==> src/rtl/axis_trans_pkg.sv <==
// Shared function codes and the WIDTH+1 -> WIDTH reduction used by axis_trans.
// Macro AXIS_TRANS_SAT_EN selects saturation; when it is undefined, results wrap.
package axis_trans_pkg;

  localparam int FN_SUB    = 0;
  localparam int FN_ADD    = 1;
  localparam int FN_RSUB   = 2;
  localparam int FN_NEG    = 3;
  localparam int FN_NADD   = 4;
  localparam int FN_PASS_S = 5;

  // Widest result the reduction handles. Callers sign-extend into this container.
  localparam int         SAT_MAX_W = 64;
  localparam logic [6:0] SAT_SPAN  = 7'(SAT_MAX_W + 1);

  // Reduce a sign-extended wide value to 'width' bits.
  // The returned value is sign-extended from bit width-1.
  function automatic logic [SAT_MAX_W:0] sat_reduce(input logic [SAT_MAX_W:0] wide,
                                                    input logic [6:0]         width);
    logic [SAT_MAX_W:0] keep_mask;
    logic [SAT_MAX_W:0] mag_mask;
    logic [SAT_MAX_W:0] res;
    logic               wrap_sign;
`ifdef AXIS_TRANS_SAT_EN
    logic               top;
`endif
    keep_mask = {(SAT_MAX_W + 1){1'b1}} >> (SAT_SPAN - width);
    mag_mask  = keep_mask >> 1;
    wrap_sign = wide[width - 7'd1];
    res       = (wide & keep_mask) | ({(SAT_MAX_W + 1){wrap_sign}} & ~keep_mask);
`ifdef AXIS_TRANS_SAT_EN
    // The value is in range only if every bit from width-1 upward matches the true sign.
    top = wide[SAT_MAX_W];
    if (((wide ^ {(SAT_MAX_W + 1){top}}) & ~mag_mask) != '0) begin
      res = top ? ~mag_mask : mag_mask;
    end
`endif
    return res;
  endfunction

endpackage

==> src/rtl/axis_trans_addsub.sv <==
// Combinational signed add/sub at WIDTH+1 bits with operand inversion and reduction.
// Reduction follows AXIS_TRANS_SAT_EN through axis_trans_pkg::sat_reduce.
module axis_addsub
  import axis_trans_pkg::*;
#(
  parameter int WIDTH = 12
) (
  input  logic [WIDTH-1:0] a,
  input  logic [WIDTH-1:0] b,
  input  logic             inv_a,
  input  logic             inv_b,
  output logic [WIDTH-1:0] y
);

  logic [WIDTH:0]     a_ext;
  logic [WIDTH:0]     b_ext;
  logic [WIDTH:0]     op_a;
  logic [WIDTH:0]     op_b;
  logic [WIDTH:0]     sum;
  logic [SAT_MAX_W:0] wide;

  // Negation is expressed as ~x + 1, so each inversion contributes a carry-in of one.
  always_comb begin
    a_ext = {a[WIDTH-1], a};
    b_ext = {b[WIDTH-1], b};
    op_a  = inv_a ? ~a_ext : a_ext;
    op_b  = inv_b ? ~b_ext : b_ext;
    sum   = op_a + op_b + (WIDTH + 1)'(inv_a) + (WIDTH + 1)'(inv_b);
    wide  = (SAT_MAX_W + 1)'($signed(sum));
    y     = WIDTH'(sat_reduce(wide, 7'(WIDTH)));
  end

endmodule

==> src/rtl/axis_trans.sv <==
// Registered fixed-point axis transform: f_out = op(f_in, s_in), with one cycle of latency.
// The operation is chosen by FUNC. Macro AXIS_TRANS_SAT_EN selects saturation instead of wrap.
module axis_trans
  import axis_trans_pkg::*;
#(
  parameter int M    = 4,
  parameter int N    = 8,
  parameter int FUNC = 0
) (
  input  logic                 clk,
  input  logic                 rst,
  input  logic [M+N-1:0]       f_in,
  input  logic [M+N-1:0]       s_in,
  output logic [M+N-1:0]       f_out
);

  localparam int WIDTH = M + N;

  logic [WIDTH-1:0] result;
  logic [WIDTH-1:0] f_out_d;
  logic [WIDTH-1:0] f_out_q;

  generate
    if (FUNC == FN_SUB || FUNC == FN_ADD || FUNC == FN_RSUB ||
        FUNC == FN_NEG || FUNC == FN_NADD) begin : g_arith
      localparam bit INV_A = (FUNC == FN_RSUB) || (FUNC == FN_NEG) || (FUNC == FN_NADD);
      localparam bit INV_B = (FUNC == FN_SUB) || (FUNC == FN_NADD);
      localparam bit USE_B = (FUNC != FN_NEG);

      // With USE_B clear, the second operand is forced to zero so that an X on s_in cannot propagate.
      logic [WIDTH-1:0] b_sel;
      assign b_sel = USE_B ? s_in : '0;

      axis_addsub #(
        .WIDTH (WIDTH)
      ) u_addsub (
        .a     (f_in),
        .b     (b_sel),
        .inv_a (INV_A),
        .inv_b (INV_B),
        .y     (result)
      );
    end else if (FUNC == FN_PASS_S) begin : g_pass_s
      assign result = s_in;
    end else begin : g_pass_f
      assign result = f_in;
    end
  endgenerate

  always_comb begin
    f_out_d = result;
  end

  always_ff @(posedge clk) begin
    if (rst) begin
      f_out_q <= '0;
    end else begin
      f_out_q <= f_out_d;
    end
  end

  assign f_out = f_out_q;

endmodule

==> config.mk <==
export PLATFORM = sky130hd
export DESIGN_NAME = axis_trans
export DESIGN_NICKNAME = d
export VERILOG_FILES = /design/src/rtl/axis_trans_pkg.sv /design/src/rtl/axis_trans_addsub.sv /design/src/rtl/axis_trans.sv
export SDC_FILE = /design/constraint.sdc
export NUM_CORES = 1
export LEC_CHECK = 0
export CORE_ASPECT_RATIO = 1.75
export CORE_MARGIN = 2
export CORE_UTILIZATION = 30
export DETAILED_ROUTE_END_ITERATION = 10
export SLEW_MARGIN = 0
export SYNTH_ARGS = -nofsm -noshare
export SYNTH_HDL_FRONTEND = slang
export SYNTH_HIERARCHICAL = 1
export SYNTH_SLANG_ARGS = --single-unit
==> constraint.sdc <==
create_clock -name clk -period 3 [get_ports clk]
set_input_delay 0.45 -clock clk [delete_from_list [all_inputs] [get_ports clk]]
set_output_delay 0.45 -clock clk [all_outputs]
set_load 0.05 [all_outputs]
==> results by group <==
Outcome
  – Status: finished, final reports clean

Clock network
  – H-tree depth: 1
  – Clock root buffer: clkbuf_8
  – CTS Buffer Depth: 2
  – CTS tree: yes
  – Reg clk slew, reported paths: 0.06 ns
  – Hold_buf cts: 0
  – Post-CTS resize count: 0
  – Total clock sinks: 12
  – CTS Buf Count: 3
  – Post-CTS setup buffer count: 0

Worst setup path
  – Crit path required time: 3.17 ns
  – Worst setup SP type: input port
  – Critical Path End Type: flip-flop
  – Critical Path AT: 2.95 ns
  – Critical path peak fanout: 3
  – Crit Path Class: input port to flip-flop

Finish
  – Commonest non-fill, non-tap cell in the layout: clkdlybuf4s50_1
  – Most frequent cells in the layout: 37 x clkdlybuf4s50_1, 26 x xor2_1, 21 x ha_1, 12 x dfxtp_1, 9 x xnor2_1
  – Antenna diode count: 0
  – Final core utilization: 43.2%
  – Area Growth Syn to Fin: 38.3%
  – Max reg flops: 12
  – Final net count: 213
  – Cell Count, Final, Fillers Out: 212
  – Layout cells sized above 1: 12.8%
  – Design area: 0.00169 mm2
  – Filler instances: 421

Logic synthesis
  – Sequential fraction of the synthesis area: 19.7%
  – Mapped Cells: 125
  – Syn Std Cell Area: 0.00122 mm2
  – Synthesized area per cell: 9.76 um2
  – Ys Warns: 6
  – Register bit count reported by yosys: 12
  – Synth top area share: 21.5%
  – Area leader, netlist: ha_1
  – Synth area leaders: ha_1 22%, dfxtp_1 20%, xor2_1 19%
  – Synth cell types: 29

Die
  – Starting density of the core: 31.3%
  – Number of cell rows: 30
  – Core Box Area: 0.00390 mm2
  – Die area: 0.00461 mm2
  – Ports: 38
  – Die H: 88.4 um
  – Die extent in x: 52.2 um

GRT
  – Global route overflow: 0
  – Tot GR Track Use: 11.4%
  – Antenna violations before repair: 0
  – Number of global-route vias before repair: 985
  – First-pass GRT wire length: 4070 um
  – Largest net degree at the start of global routing: 15

Detailed routing
  – Drt drc: 0
  – Routed WL per cell: 11.9 um
  – DR iter-0 viols: 6
  – Antenna-violating nets left: 0
  – Total wire length: 2530 um
  – DRT Pass-1 Iters: 3
  – Via density: 4.63
  – DR vias: 981

Placed design
  – Placer Congestion: 0.855
  – Pre-CTS setup slack: -0.0130 ns
  – IO buf count: 37
  – Cells after DPL: 208
  – Placed Area: 0.00163 mm2
  – Final HPWL DP: 2090 um

Power and ir drop
  – Leakage power: 0.755 nW
  – Clock share of power: 16.2%
  – Logic pwr share: 63.6%
  – Internal power: 632 uW
  – Switch Pwr: 457 uW
  – Worst vdd ir: 0.356 mV
  – Switching share of power: 41.9%
  – Pwr Density: 646 mW/mm2
  – Seq pwr share: 20.1%

STA
  – Fmax: 0.360 GHz
  – Count of pins over their slew limit: 0
  – Period utilization: 92.5%
  – Final worst slack: 0.224 ns
  – RSZ-0062 raised after global routing: false
  – Final Hold Vio Count: 0
  – Worst-margin pin slew: 0.698 ns
  – Final worst path period need: 2.78 ns
  – # setup viols final: 0
  – Slew headroom: 53.3%

Worst hold path
  – Worst hold path type: input port to flip-flop

Run
  – # Max-Cap Violations: 0
## path summary, 6_finish.rpt
kind / startpoint / end / cells after the start
max: f_in[1] / f_out[8] / 10
min: f_in[0] / f_out[0] / 4
## synthesized netlist by cell type
master	number
xor2_1	26
ha_1	21
dfxtp_1	12
xnor2_1	9
nor2b_2	8
a21o_1	5
nor2_1	5
o21ai_1	5
a21oi_1	4
buf_2	3
nand2_1	3
a211oi_1	2
a21oi_2	2
and2b_2	2
conb_1	2
nor2b_4	2
o21bai_1	2
a311oi_1	1
a311oi_2	1
and2_4	1
buf_6	1
fa_1	1
inv_1	1
mux2_2	1
nand4_1	1
o2111ai_1	1
o21a_1	1
o21ai_0	1
or2_1	1
## critical path, stage by stage
cell and delay (ns):
clkdlybuf4s50_1 0.47, xor2_1 0.17, ha_1 0.29, fa_1 0.47, a21o_1 0.23, a311oi_2 0.31, o21ai_1 0.12, a21oi_2 0.16
xnor2_1 0.13, nor2b_4 0.14
## stage by stage
stage / hold WS [ns] / setup TNS [ns] / power [mW]
finish: 1.13 / 0 / 1.09
global route: 1.19 / 0 / 1.17
CTS: 1.13 / 0 / 1.10
detailed placement: 1.37 / -0.0130 / 0.917
global placement: 1.36 / 0 / 0.907
floorplan: 0.658 / 0 / 0.732
## cell families after synthesis
kind of cell	Yosys count	share of synthesized area (%)
xor gates and xnor gates	35	25.1
and+or+nand+nor	23	13.6
AOI/OAI and AO/OA	25	14.4
buffers and inverters	5	2.46
muxes	1	0.923
other	2	0.616
adders and majority gates	22	23.2
DFF	12	19.7
## routing by layer
metal | wire length, um | GRT usage (%) | vias to the layer above
met5 | 0 | 0 | -
met4 | 43 | 4.20 | 0
met3 | 92 | 1.52 | 6
met2 | 1460 | 22.7 | 22
met1 | 939 | 11.5 | 452
li1 | - | - | 501
## final cells by class
cell class / count / area (um2) / area share, %
Multi-Input combinational cell: 110 / 957 / 56.8
Tap cell: 48 / 60.1 / 3.56
Timing Repair Buffer: 37 / 370 / 22.0
Sequential cell: 12 / 240 / 14.2
Inverter: 1 / 3.75 / 0.223
Clock buffer: 4 / 55.1 / 3.26
## power groups by stage
stage | combinational [mW] | clock [mW] | sequential (mW)
3_3_place_gp | 0.685 | 0 | 0.222
5_1_grt | 0.752 | 0.189 | 0.224
6_report | 0.693 | 0.177 | 0.219
2_1_floorplan | 0.340 | 0 | 0.391
3_5_place_dp | 0.693 | 0 | 0.223
4_1_cts | 0.698 | 0.182 | 0.220
No activity file was read; power rests on OpenSTA's default activity.
